**config.mk**
```make
export PLATFORM = sky130hd
export DESIGN_NAME = ssd_scan_ctrl_flat
export DESIGN_NICKNAME = d
export VERILOG_FILES = /design/src/rtl/ssd_scan_if.sv /design/src/rtl/ssd_scan_ctrl.sv /design/src/flat_wrapper.sv
export SDC_FILE = /design/constraint.sdc
export NUM_CORES = 1
export LEC_CHECK = 0
export ABC_AREA = 1
export CAP_MARGIN = 20
export CELL_PAD_IN_SITES_DETAIL_PLACEMENT = 0
export CELL_PAD_IN_SITES_GLOBAL_PLACEMENT = 1
export CORE_MARGIN = 10
export CORE_UTILIZATION = 44
export CTS_BUF_LIST = sky130_fd_sc_hd__clkbuf_16
export DETAILED_ROUTE_END_ITERATION = 7
export PLACE_DENSITY = 0.84
export SLEW_MARGIN = 0
export SYNTH_ARGS = -nofsm -noshare
export SYNTH_HDL_FRONTEND = slang
export SYNTH_SLANG_ARGS = --single-unit
```
**constraint.sdc**
```tcl
create_clock -name clk -period 5.95 [get_ports clk]
set_input_delay 1.19 -clock clk [delete_from_list [all_inputs] [get_ports clk]]
set_output_delay 1.19 -clock clk [all_outputs]
set_load 0.01 [all_outputs]
```
**src/rtl/ssd_scan_if.sv**
```systemverilog
// Host-side bundle of the seven-segment scan controller: capture strobe,
// value and display options in, conversion status and anode/segment drive out.
interface ssd_scan_if #(
    parameter int NUM_DIGITS = 8,
    parameter int DATA_W     = 32
);
    logic                  load;
    logic [DATA_W-1:0]     value;
    logic                  dec_mode;
    logic [NUM_DIGITS-1:0] dp_mask;
    logic                  busy;
    logic [NUM_DIGITS-1:0] anode;
    logic [6:0]            ssdOut;
    logic                  dp;

    modport master (
        output load, value, dec_mode, dp_mask,
        input  busy, anode, ssdOut, dp
    );

    modport slave (
        input  load, value, dec_mode, dp_mask,
        output busy, anode, ssdOut, dp
    );
endinterface

```
**src/rtl/ssd_scan_ctrl.sv**
```systemverilog
// N-digit seven-segment scan controller with hex display and sequential double-dabble decimal.
// Optional macro SSD_LZ_BLANK_EN blanks leading zero digits (digit 0 always shown).
module ssd_scan_ctrl #(
    parameter int NUM_DIGITS  = 8,
    parameter int DATA_W      = 32,
    parameter int REFRESH_DIV = 100000
) (
    input  logic      clk,
    input  logic      rst,
    ssd_scan_if.slave bus
);
    function automatic logic [63:0] pow10(input int n);
        logic [63:0] p;
        p = 64'd1;
        for (int i = 0; i < n; i++) begin
            p = p * 64'd10;
        end
        return p;
    endfunction

    localparam int          BCD_W     = 4 * NUM_DIGITS;
    localparam int          IDX_W     = (NUM_DIGITS > 1) ? $clog2(NUM_DIGITS) : 1;
    localparam int          REF_W     = $clog2(REFRESH_DIV);
    localparam int          CNT_W     = $clog2(DATA_W + 1);
    localparam logic [63:0] DEC_LIMIT = pow10(NUM_DIGITS);
    localparam logic [6:0]  SEG_DASH  = 7'b1111110;
    localparam logic [6:0]  SEG_BLANK = 7'h7F;

    function automatic logic [6:0] seg_encode(input logic [3:0] nib);
        logic [6:0] s;
        case (nib)
            4'h0:    s = 7'b0000001;
            4'h1:    s = 7'b1001111;
            4'h2:    s = 7'b0010010;
            4'h3:    s = 7'b0000110;
            4'h4:    s = 7'b1001100;
            4'h5:    s = 7'b0100100;
            4'h6:    s = 7'b0100000;
            4'h7:    s = 7'b0001111;
            4'h8:    s = 7'b0000000;
            4'h9:    s = 7'b0000100;
            4'hA:    s = 7'b0001000;
            4'hB:    s = 7'b1100000;
            4'hC:    s = 7'b0110001;
            4'hD:    s = 7'b1000010;
            4'hE:    s = 7'b0110000;
            4'hF:    s = 7'b0111000;
            default: s = SEG_BLANK;
        endcase
        return s;
    endfunction

    function automatic logic [BCD_W-1:0] dd_step(input logic [BCD_W-1:0] bcd, input logic bit_in);
        logic [BCD_W-1:0] adj;
        adj = bcd;
        for (int i = 0; i < NUM_DIGITS; i++) begin
            if (bcd[4*i +: 4] >= 4'd5) begin
                adj[4*i +: 4] = bcd[4*i +: 4] + 4'd3;
            end else begin
                adj[4*i +: 4] = bcd[4*i +: 4];
            end
        end
        return {adj[BCD_W-2:0], bit_in};
    endfunction

    typedef enum logic {S_IDLE = 1'b0, S_CONV = 1'b1} state_t;

    state_t                state_q, state_d;
    logic                  accept_s, step_s, last_s;
    logic [DATA_W-1:0]     sh_q;
    logic [BCD_W-1:0]      bcd_q, bcd_next_s, val_ext_s, digit_q;
    logic [CNT_W-1:0]      cnt_q;
    logic [NUM_DIGITS-1:0] dpm_q, dp_pend_q, lz_s;
    logic                  ovf_q, ovf_pend_q;
    logic [REF_W-1:0]      refresh_q;
    logic [IDX_W-1:0]      idx_q;
    logic [3:0]            nib_s;
    logic                  dp_bit_s, blank_s;
    logic [6:0]            seg_s, seg_q;
    logic [NUM_DIGITS-1:0] anode_q;
    logic                  dp_q;

    // Converter state register
    always_ff @(posedge clk or posedge rst) begin
        if (rst) state_q <= S_IDLE;
        else     state_q <= state_d;
    end

    // Converter next state: one step per cycle, DATA_W steps per conversion
    always_comb begin
        state_d = state_q;
        case (state_q)
            S_IDLE: begin
                if (bus.load && bus.dec_mode) state_d = S_CONV;
                else                          state_d = S_IDLE;
            end
            S_CONV: begin
                if (cnt_q == CNT_W'(DATA_W - 1)) state_d = S_IDLE;
                else                             state_d = S_CONV;
            end
            default: state_d = S_IDLE;
        endcase
    end

    // Converter control decode; loads are only accepted while idle
    always_comb begin
        accept_s = 1'b0;
        step_s   = 1'b0;
        last_s   = 1'b0;
        case (state_q)
            S_IDLE: accept_s = bus.load;
            S_CONV: begin
                step_s = 1'b1;
                last_s = (cnt_q == CNT_W'(DATA_W - 1));
            end
            default: accept_s = 1'b0;
        endcase
    end

    assign bus.busy = (state_q == S_CONV);

    // Datapath helpers: zero-extended hex value and next double-dabble step
    always_comb begin
        val_ext_s                = '0;
        val_ext_s[DATA_W-1:0]    = bus.value;
        bcd_next_s               = dd_step(bcd_q, sh_q[DATA_W-1]);
    end

    // Capture and conversion datapath; decimal result and dp mask commit together at the last step
    always_ff @(posedge clk or posedge rst) begin
        if (rst) begin
            sh_q       <= '0;
            bcd_q      <= '0;
            cnt_q      <= '0;
            digit_q    <= '0;
            dpm_q      <= '0;
            dp_pend_q  <= '0;
            ovf_q      <= 1'b0;
            ovf_pend_q <= 1'b0;
        end else if (accept_s) begin
            if (bus.dec_mode) begin
                sh_q       <= bus.value;
                bcd_q      <= '0;
                cnt_q      <= '0;
                dp_pend_q  <= bus.dp_mask;
                ovf_pend_q <= (64'(bus.value) >= DEC_LIMIT);
            end else begin
                digit_q <= val_ext_s;
                dpm_q   <= bus.dp_mask;
                ovf_q   <= 1'b0;
            end
        end else if (step_s) begin
            sh_q  <= sh_q << 1;
            bcd_q <= bcd_next_s;
            cnt_q <= cnt_q + CNT_W'(1);
            if (last_s) begin
                digit_q <= bcd_next_s;
                dpm_q   <= dp_pend_q;
                ovf_q   <= ovf_pend_q;
            end
        end
    end

    // Refresh divider and digit index
    always_ff @(posedge clk or posedge rst) begin
        if (rst) begin
            refresh_q <= '0;
            idx_q     <= '0;
        end else if (refresh_q == REF_W'(REFRESH_DIV - 1)) begin
            refresh_q <= '0;
            idx_q     <= (idx_q == IDX_W'(NUM_DIGITS - 1)) ? '0 : idx_q + IDX_W'(1);
        end else begin
            refresh_q <= refresh_q + REF_W'(1);
        end
    end

`ifdef SSD_LZ_BLANK_EN
    // A digit is blanked when it and every digit above it are zero
    always_comb begin
        logic seen;
        seen = 1'b0;
        lz_s = '0;
        for (int i = NUM_DIGITS - 1; i > 0; i--) begin
            if (digit_q[4*i +: 4] != 4'd0) seen = 1'b1;
            else                           seen = seen;
            lz_s[i] = ~seen;
        end
    end
`else
    assign lz_s = '0;
`endif

    // Select the current digit and encode it; dashes override blanking
    always_comb begin
        nib_s    = 4'(digit_q >> {idx_q, 2'b00});
        dp_bit_s = 1'(dpm_q >> idx_q);
        blank_s  = 1'(lz_s >> idx_q);
        if (ovf_q)        seg_s = SEG_DASH;
        else if (blank_s) seg_s = SEG_BLANK;
        else              seg_s = seg_encode(nib_s);
    end

    // Registered display drive
    always_ff @(posedge clk or posedge rst) begin
        if (rst) begin
            anode_q <= '1;
            seg_q   <= SEG_BLANK;
            dp_q    <= 1'b1;
        end else begin
            anode_q <= ~(NUM_DIGITS'(1) << idx_q);
            seg_q   <= seg_s;
            dp_q    <= ~dp_bit_s;
        end
    end

    assign bus.anode  = anode_q;
    assign bus.ssdOut = seg_q;
    assign bus.dp     = dp_q;
endmodule
```
**src/flat_wrapper.sv**
```systemverilog
// flat-port wrapper written by rule: the top's interface ports become plain ports
module ssd_scan_ctrl_flat 
#(
    parameter int NUM_DIGITS  = 8,
    parameter int DATA_W      = 32,
    parameter int REFRESH_DIV = 100000
)
  (clk, rst, bus_load, bus_value, bus_dec_mode, bus_dp_mask, bus_busy, bus_anode, bus_ssdOut, bus_dp);
  ssd_scan_if #(.NUM_DIGITS(NUM_DIGITS), .DATA_W(DATA_W)) bus_i ();
  input  logic clk;
  input  logic rst;
  input wire logic [$bits(bus_i.load)-1:0] bus_load;
  input wire logic [$bits(bus_i.value)-1:0] bus_value;
  input wire logic [$bits(bus_i.dec_mode)-1:0] bus_dec_mode;
  input wire logic [$bits(bus_i.dp_mask)-1:0] bus_dp_mask;
  output wire logic [$bits(bus_i.busy)-1:0] bus_busy;
  output wire logic [$bits(bus_i.anode)-1:0] bus_anode;
  output wire logic [$bits(bus_i.ssdOut)-1:0] bus_ssdOut;
  output wire logic [$bits(bus_i.dp)-1:0] bus_dp;
  assign bus_i.load = bus_load;
  assign bus_i.value = bus_value;
  assign bus_i.dec_mode = bus_dec_mode;
  assign bus_i.dp_mask = bus_dp_mask;
  assign bus_busy = bus_i.busy;
  assign bus_anode = bus_i.anode;
  assign bus_ssdOut = bus_i.ssdOut;
  assign bus_dp = bus_i.dp;
  ssd_scan_ctrl #(.NUM_DIGITS(NUM_DIGITS), .DATA_W(DATA_W), .REFRESH_DIV(REFRESH_DIV)) u_core (.clk(clk), .rst(rst), .bus(bus_i));
endmodule
```
==> impl_metrics.py, run 1 <==
metrics = {
    "run_status": {
        "outcome": "finished, final reports clean",
    },
    "worst_setup_path": {
        "r2r-start": "u_core.idx_q[0]",
        "worstPathArrival_ns": 3.39,
        "worstSetupPathType": "input pin to flop",
        "cp_common_cell": "nand2_4",
        "reg2reg_slack_ns": 3.17,
        "worstReg2RegEnd": "u_core.bus.ssdOut[5]",
        "worstPathCellList": "clkdlybuf4s50_1, nand2_4, inv_4, nand2_4, nand2_2, buf_4, nor2_1, a31oi_1",
        "startpoint": "bus_load",
        "cp-end-kind": "flop",
        "cp-start-kind": "input pin",
        "endpoint": "u_core.sh_q[18]",
        "cp_max_fo": 66,
        "crit_slowest_cell": "clkdlybuf4s50_1",
        "required_ns": 6.29,
        "max_stage_delay_ns": 0.52,
        "rr_worst_depth": 13,
    },
    "synth": {
        "synth_area_leader_cell": "dfrtp_1",
        "syn_area_per_cell_um2": 7.72,
        "synthArstFlopShare_pct": 100,
        "seq_area_frac_synth_pct": 46.7,
        "synth.top_cell.area_share_pct": 41.8,
        "synth_ff_type": "dfrtp_1",
        "ys_types": 39,
        "synth-edff-count": 0,
        "synth_fp_nets": 1169,
        "syn_area_mm2": 0.00845,
        "synth_warnings": 0,
        "synth-seq-cells": 157,
        "syn_inst": 1094,
        "yosys-top-cells-area": "dfrtp_1 (42%), nand2_1 (17%), inv_1 (5.6%)",
    },
    "sta": {
        "fin_crit_sh_pct": 51.3,
        "setup_tns_ns": 0,
        "setup_slack_ns": 2.90,
        "relSlewSlack_pct": 38.8,
        "rsz0062_at_grt": "false",
        "setup_viol": 0,
        "slew_viol_final": 0,
        "layout_min_cycle_time_ns": 3.05,
        "skew_ns": 0.00883,
        "hold_viol": 0,
        "fin_hold_ws_ns": 0.463,
        "tightest_slew_ns": 0.917,
        "max_freq_mhz": 327,
    },
    "power_and_ir_drop": {
        "ir_drop_uv": 223,
        "p_per_area_mw_per_mm2": 476,
        "leakage_uw": 0.00485,
    },
    "min_path": {
        "min-delay-path-class": "flop to flop",
    },
    "clocking": {
        "cts_tree": "built",
        "cts_max_path_buffers": 2,
        "post_cts_buffers": 0,
        "cts-resized-gates": 0,
        "ctsHoldBuffers": 0,
        "root_buffer": "clkbuf_16",
        "cts_made_buffers": 17,
        "path_clk_slew_ns": 0.06,
        "clkLatencyLatePin_ns": 0.43,
        "h-tree-depth": 4,
        "clkSinkCount": 157,
    },
    "route": {
        "post_drt_wl_per_cell_um": 14.3,
        "drcViolationCount": 0,
        "dr.pass1.iters": 5,
        "routed_via_density": 5.00,
        "drtIter0Drc": 470,
        "vias": 6914,
        "ant_nets": 0,
        "drt-total-wl_mm": 19.8,
    },
    "place": {
        "routabilityCongestion": 0.827,
        "hpwl_mm": 13.8,
        "dpl.cell_count": 1350,
        "io_buffers": 60,
        "dp_slack_ns": 2.45,
    },
    "global_routing": {
        "antenna_found_initial": 0,
        "grt_pass1_wl_mm": 33.6,
        "grt_max_degree": 98,
        "globalRouteTotalUtil_pct": 16.6,
        "first_global_vias": 6861,
        "grt-ovfl-total": 0,
    },
    "final_layout": {
        "antennaDiodeCount": 0,
        "drive_above_1_share_pct": 6.53,
        "areaGrowthSynthToFinish_pct": 15.6,
        "nNetsFinal": 1211,
        "multiInputGateArea_mm2": 0.00374,
        "fin_cells": 1383,
        "register_area_mm2": 0.00395,
        "fillerInstances": 1832,
    },
    "floorplanning": {
        "core_area_mm2": 0.0188,
        "initial_core_util_pct": 45.0,
        "ioPinCount": 61,
        "design.die.area_mm2": 0.0251,
        "die_h_um": 159,
        "die_w_um": 159,
        "num_rows": 50,
    },
    "run": {
        "drv_cap": 0,
    },
}
## cell families after synthesis
logic type | share of synthesized area [%]
compound gates | 10.6
buf+inv | 8.98
fa+ha+maj | 4.59
simple gates | 27.8
xor+xnor | 1.35
flops | 46.7
## sequential cells by signal, summed over array words and instances (netlist names), 7 cells and up
| name | cells |
|---|---|
| u_core.digit_q | 32 |
| u_core.bus.ssdOut | 7 |
| u_core.dpm_q | 8 |
| u_core.bus.anode | 8 |
| u_core.dp_pend_q | 8 |
| u_core.sh_q | 32 |
| u_core.refresh_q | 17 |
| u_core.bcd_q | 32 |
## report_power, final
part	switching (uW)	total (uW)	internal, uW
logic	1100	1750	657
registers	236	1740	1510
clock network	453	1160	703
total	1790	4650	2860
## synth_stat cells (2+ instances only)
cell type	count
dfrtp_1	141
o21ai_1	26
o21ai_0	74
clkbuf_1	11
xor2_1	12
a21oi_1	12
nor3_1	10
inv_2	2
nand3_1	64
nor2_1	84
o211ai_1	5
nand3b_1	9
nand2_4	3
nand2_2	5
a31oi_1	31
buf_4	4
nand4_1	6
inv_1	125
dfstp_2	16
ha_1	31
inv_4	2
buf_2	20
nand2_1	375
o211ai_2	5
buf_6	7
## worst max-delay path, delay by kind of cell
| kind | cells | cell delay, ns |
|---|---|---|
| compound gates | 1 | 0.18 |
| buf+inv | 3 | 1.42 |
| simple gates | 4 | 0.55 |
## cell usage in the layout, fill, tap and decap left out, types with 16 or more instances in the layout
cell | Yosys | routed
ha_1 | 31 | 31
dfrtp_1 | 141 | 141
o21ai_1 | 26 | 26
nor2_1 | 84 | 84
clkdlybuf4s50_1 | 0 | 60
inv_1 | 125 | 126
a31oi_1 | 31 | 31
dfstp_2 | 16 | 16
nand2_1 | 375 | 375
o21ai_0 | 74 | 74
nand3_1 | 64 | 64
clkbuf_16 | 0 | 17
## layer usage
layer | routed length [um] | track usage, %
met2 | 8850 | 26.1
met3 | 753 | 4.07
met4 | 359 | 5.47
met1 | 9800 | 21.9
met5 | 0 | 0
## through the flow
step	util, %	cell area [um^2]	total power [uW]
6_report	52.0	9770	4650
5_1_grt	52.0	9770	5060
4_1_cts	51.9	9740	4690
3_5_place_dp	48.6	9120	3510
3_3_place_gp	48.6	9120	3470
2_1_floorplan	-	8450	3040
## worst min path at each step
| stage | from | end | slack (ns) | cells past startpoint |
|---|---|---|---|---|
| final | u_core.refresh_q[0] | u_core.refresh_q[0] | 0.46 | 1 |
| after global routing | u_core.refresh_q[0] | u_core.refresh_q[0] | 0.49 | 1 |
| after CTS | u_core.refresh_q[0] | u_core.refresh_q[0] | 0.46 | 1 |
| after detailed placement | u_core.refresh_q[0] | u_core.refresh_q[0] | 0.45 | 1 |
| after global placement | u_core.refresh_q[0] | u_core.refresh_q[0] | 0.45 | 1 |
| after floorplan | u_core.refresh_q[0] | u_core.refresh_q[0] | 0.43 | 1 |
## area by class of cell
cell class,instances,area share [%]
repair buffers,66,6.81
clock buffers,17,4.36
clock inverters,15,2.02
flip-flops and latches,157,40.4
inverters,130,5.10
multi-input cells,764,38.3
well taps,234,3.00
Power figures use the tool's default switching activity.
==> run 2: changes to the inputs <==
==> constraint.sdc (replaced) <==
create_clock -name clk -period 3.15 [get_ports clk]
set_input_delay 0.63 -clock clk [delete_from_list [all_inputs] [get_ports clk]]
set_output_delay 0.63 -clock clk [all_outputs]
set_load 0.01 [all_outputs]
==> impl_metrics.py, run 2 (same netlist as run 1, synthesis figures left out) <==
metrics = {
    "run_status": {
        "outcome": "finished, final reports clean",
    },
    "clocking": {
        "path_clk_slew_ns": 0.07,
        "cts_tree": "built",
        "cts_max_path_buffers": 2,
        "root_buffer": "clkbuf_16",
        "clkSinkCount": 157,
        "cts_made_buffers": 17,
        "clkLatencyLatePin_ns": 0.43,
        "ctsHoldBuffers": 0,
        "h-tree-depth": 4,
        "cts-resized-gates": 0,
        "post_cts_buffers": 0,
    },
    "sta": {
        "layout_min_cycle_time_ns": 2.39,
        "setup_tns_ns": 0,
        "setup_slack_ns": 0.760,
        "setup_viol": 0,
        "fin_crit_sh_pct": 75.9,
        "slew_viol_final": 0,
        "relSlewSlack_pct": 49.6,
        "max_freq_mhz": 418,
        "rsz0062_at_grt": "false",
        "skew_ns": 0.0165,
        "hold_viol": 0,
        "tightest_slew_ns": 0.756,
    },
    "min_path": {
        "hold_start": "u_core.refresh_q[0]",
        "min-delay-path-class": "flop to flop",
    },
    "global_routing": {
        "grt_pass1_wl_mm": 33.9,
        "grt-ovfl-total": 0,
        "first_global_vias": 6846,
        "globalRouteTotalUtil_pct": 16.9,
        "antenna_found_initial": 0,
        "grt_max_degree": 69,
    },
    "route": {
        "ant_nets": 0,
        "drt-total-wl_mm": 20.1,
        "drtIter0Drc": 350,
        "drcViolationCount": 0,
        "vias": 6919,
        "post_drt_wl_per_cell_um": 14.4,
        "routed_via_density": 4.98,
        "dr.pass1.iters": 5,
    },
    "floorplanning": {
        "ioPinCount": 61,
        "design.die.area_mm2": 0.0251,
        "die_h_um": 159,
        "core_area_mm2": 0.0188,
        "initial_core_util_pct": 45.0,
        "num_rows": 50,
        "die_w_um": 159,
    },
    "final_layout": {
        "antennaDiodeCount": 0,
        "final_common_cell": "nand2_1",
        "areaGrowthSynthToFinish_pct": 16.5,
        "drive_above_1_share_pct": 7.27,
        "postLayoutCellArea_mm2": 0.00984,
        "nNetsFinal": 1218,
        "top_regs": "u_core.bcd_q x32, u_core.digit_q x32, u_core.sh_q x32",
        "layout_common_cells": "nand2_1 (375), dfrtp_1 (141), inv_1 (124)",
    },
    "worst_setup_path": {
        "startpoint": "u_core.idx_q[1]",
        "cp_max_fo": 15,
        "worstPathArrival_ns": 2.76,
        "worstSetupPathType": "flop to flop",
        "required_ns": 3.52,
        "cp-end-kind": "flop",
        "r2r-start": "u_core.idx_q[1]",
        "cp-start-kind": "flop",
    },
    "place": {
        "dp_slack_ns": 0.669,
        "placed_cell_area_mm2": 0.00921,
        "routabilityCongestion": 0.837,
        "io_buffers": 60,
        "hpwl_mm": 14.1,
    },
    "power_and_ir_drop": {
        "p_per_area_mw_per_mm2": 887,
        "ir_drop_uv": 418,
        "leakage_uw": 0.00489,
    },
    "run": {
        "drv_cap": 0,
    },
}
## run 2: changes by cell type in the layout (fill, tap and decap cells not counted)
cell,delta
buf_12,+3
clkinv_4,-3
inv_1,-2
buf_16,-1
clkinv_2,-1
inv_6,+3
buf_4,+5
clkbuf_16,+5
inv_4,+2
bufinv_16,-4
## run 2: power breakdown
group | internal [uW] | switching [uW]
sequential | 2840 | 445
clock | 1260 | 899
combinational | 1250 | 2040
total | 5350 | 3380
## run 2: layout make-up
cell class / count / area, um^2
clock inverters: 10 / 78.8
repair buffers: 73 / 736
multi-input cells: 764 / 3740
flip-flops and latches: 157 / 3950
fillers: 1795 / 8920
clock buffers: 22 / 551
inverters: 130 / 497
well taps: 234 / 293
## run 2: worst max-delay path: stages (launching register included)
cell and delay (ns):
dfrtp_1 0.55, inv_1 0.48, nand3_1 0.14, nand2_1 0.12, nand2_1 0.06, nand2_1 0.18, inv_1 0.12, ha_1 0.24
inv_1 0.11, nand3_1 0.10, nand3_1 0.11, nand2_1 0.05, nand2_1 0.05
## run 2: path summary, 6_finish.rpt
kind                                        endpoint  cells after the start  slack (ns)
worst min-delay path             u_core.refresh_q[0]                      1        0.46
worst min register to register   u_core.refresh_q[0]                      1        0.46
worst max-delay path            u_core.bus.ssdOut[5]                     12        0.76
min in group asynchronous           u_core.bcd_q[14]                      2        0.63
max in group asynchronous         u_core.digit_q[21]                      3        1.79
worst max register to register  u_core.bus.ssdOut[5]                     12        0.76
## run 2: metal layers
metal	wire, um	vias to the layer above	global-route usage (%)
met4	202	0	4.59
li1	-	3561	-
met5	0	-	0
met1	9700	3239	22.2
met2	9480	104	27.5
met3	697	15	3.56
## run 2: stage by stage
stage	hold WS, ns	cells	total power [uW]	utilization, %
after floorplan	0.433	1094	5750	-
after global placement	0.451	1358	6550	49.1
after detailed placement	0.454	1358	6640	49.1
after CTS	0.464	1390	8830	52.4
after global routing	0.492	1390	9550	52.4
final	0.459	1390	8740	52.4
==> run 3: changes to the inputs <==
==> constraint.sdc (replaced) <==
create_clock -name clk -period 2.45 [get_ports clk]
set_input_delay 0.49 -clock clk [delete_from_list [all_inputs] [get_ports clk]]
set_output_delay 0.49 -clock clk [all_outputs]
set_load 0.01 [all_outputs]
==> impl_metrics.py, run 3 (same netlist as run 1, synthesis figures left out) <==
metrics = {
    "run_status": {
        "outcome": "finished, final reports clean",
    },
    "worst_setup_path": {
        "crit_family": "buffers and inverters",
        "required_ns": 1.96,
        "worstSetupPathType": "flop to output port",
        "crit_slowest_cell": "clkdlybuf4s50_1",
        "cp-end-kind": "output port",
        "worstPathArrival_ns": 1.64,
        "critPathBufInv": 1,
        "worstPathCellList": "clkdlybuf4s50_1",
        "cp_max_fo": 10,
        "cp-start-kind": "flop",
        "max_stage_delay_ns": 0.62,
    },
    "clocking": {
        "root_buffer": "clkbuf_16",
        "cts_tree": "built",
        "clkLatencyLatePin_ns": 0.44,
        "cts_made_buffers": 17,
        "path_clk_slew_ns": 0.07,
        "ctsHoldBuffers": 0,
        "cts-resized-gates": 0,
        "cts_max_path_buffers": 2,
        "h-tree-depth": 4,
        "post_cts_buffers": 0,
        "clkSinkCount": 157,
    },
    "final_layout": {
        "antennaDiodeCount": 0,
        "top_regs": "u_core.bcd_q x32, u_core.digit_q x32, u_core.sh_q x32",
        "nNetsFinal": 1226,
        "drive_above_1_share_pct": 7.82,
        "layout_common_cells": "nand2_1 (375), dfrtp_1 (141), inv_1 (124)",
        "areaGrowthSynthToFinish_pct": 17.1,
        "final_common_cell": "nand2_1",
    },
    "global_routing": {
        "first_global_vias": 6822,
        "globalRouteTotalUtil_pct": 16.7,
        "antenna_found_initial": 0,
        "grt_pass1_wl_mm": 33.9,
        "grt-ovfl-total": 0,
        "grt_max_degree": 69,
    },
    "sta": {
        "tightest_slew_ns": 0.549,
        "relSlewSlack_pct": 63.0,
        "setup_slack_ns": 0.315,
        "fin_crit_sh_pct": 87.1,
        "setup_viol": 0,
        "hold_viol": 0,
        "max_freq_mhz": 468,
        "fin_hold_ws_ns": 0.393,
        "slew_viol_final": 0,
        "layout_min_cycle_time_ns": 2.13,
        "skew_ns": 0.00754,
        "rsz0062_at_grt": "false",
    },
    "floorplanning": {
        "design.die.area_mm2": 0.0251,
        "initial_core_util_pct": 45.0,
        "ioPinCount": 61,
        "core_area_mm2": 0.0188,
        "die_h_um": 159,
        "num_rows": 50,
        "die_w_um": 159,
    },
    "route": {
        "drtIter0Drc": 481,
        "ant_nets": 0,
        "post_drt_wl_per_cell_um": 14.3,
        "routed_via_density": 5.00,
        "drt-total-wl_mm": 20.0,
        "drcViolationCount": 0,
        "dr.pass1.iters": 5,
        "vias": 6994,
    },
    "power_and_ir_drop": {
        "p_per_area_mw_per_mm2": 1120,
        "leakage_uw": 0.00490,
        "ir_drop_uv": 465,
    },
    "run": {
        "drv_cap": 0,
    },
    "place": {
        "hpwl_mm": 14.4,
        "dp_slack_ns": 0.405,
        "routabilityCongestion": 0.854,
        "io_buffers": 60,
    },
    "min_path": {
        "min-delay-path-class": "input pin to asynchronous set/reset pin",
    },
}
==> run 3: worst register-to-register path, stage by stage, from the launching register on <==
cell     delay [ns]
dfrtp_1        0.40
buf_4          0.18
o21ai_0        0.22
nand2_1        0.07
nand3_1        0.08
nand2_1        0.16
inv_1          0.14
ha_1           0.22
inv_1          0.08
nand3_1        0.11
nand3_1        0.09
nand2_1        0.06
nand2_1        0.04
==> run 3: final cells by class <==
class                      count  area, um^2
fill                        1842        8880
sequential                   157        3950
multi-input combinational    764        3740
timing repair buffer          81         833
inverter                     130         497
clock buffer                  19         475
tap                          234         293
clock inverter                13         101
==> run 3: metal layers <==
layer  part of all wire [%]  up-vias  global-route usage [%]  wire length [um]
met4                    1.3        0                    5.38               265
met5                      0        -                       0                 0
met3                    4.1       20                    3.53               825
met2                     48      112                    27.4              9500
met1                     47     3276                    21.7              9370
li1                       -     3586                       -                 -
==> run 3: metrics by stage <==
| step | utilization (%) | instances | TNS, ns | power (uW) | cell area [um^2] |
|---|---|---|---|---|---|
| floorplan | - | 1094 | -1.95 | 7390 | 8450 |
| CTS | 52.7 | 1398 | 0 | 11200 | 9890 |
| global placement | 49.6 | 1366 | 0 | 8490 | 9310 |
| finish | 52.7 | 1398 | 0 | 11100 | 9890 |
| global route | 52.7 | 1398 | 0 | 12100 | 9890 |
| detailed placement | 49.6 | 1366 | 0 | 8570 | 9310 |
==> run 3: path summary, 6_finish.rpt <==
kind,cells past startpoint,slack [ns],start,endpoint
max,1,0.32,u_core.bus.busy,bus_busy
min,2,0.39,rst,u_core.ovf_q
max reg2reg,12,0.52,u_core.idx_q[0],u_core.bus.ssdOut[5]
min reg2reg,1,0.46,u_core.refresh_q[0],u_core.refresh_q[0]
max in group asynchronous,3,1.46,rst,u_core.bus.anode[0]
min in group clk,1,0.46,u_core.refresh_q[0],u_core.refresh_q[0]
==> run 3: power breakdown <==
part	total [uW]	internal [uW]	leakage (uW)	switching, uW
sequential	4250	3660	0.00191	592
combinational	4270	1640	0.00272	2630
clock	2570	1430	0.000269	1140
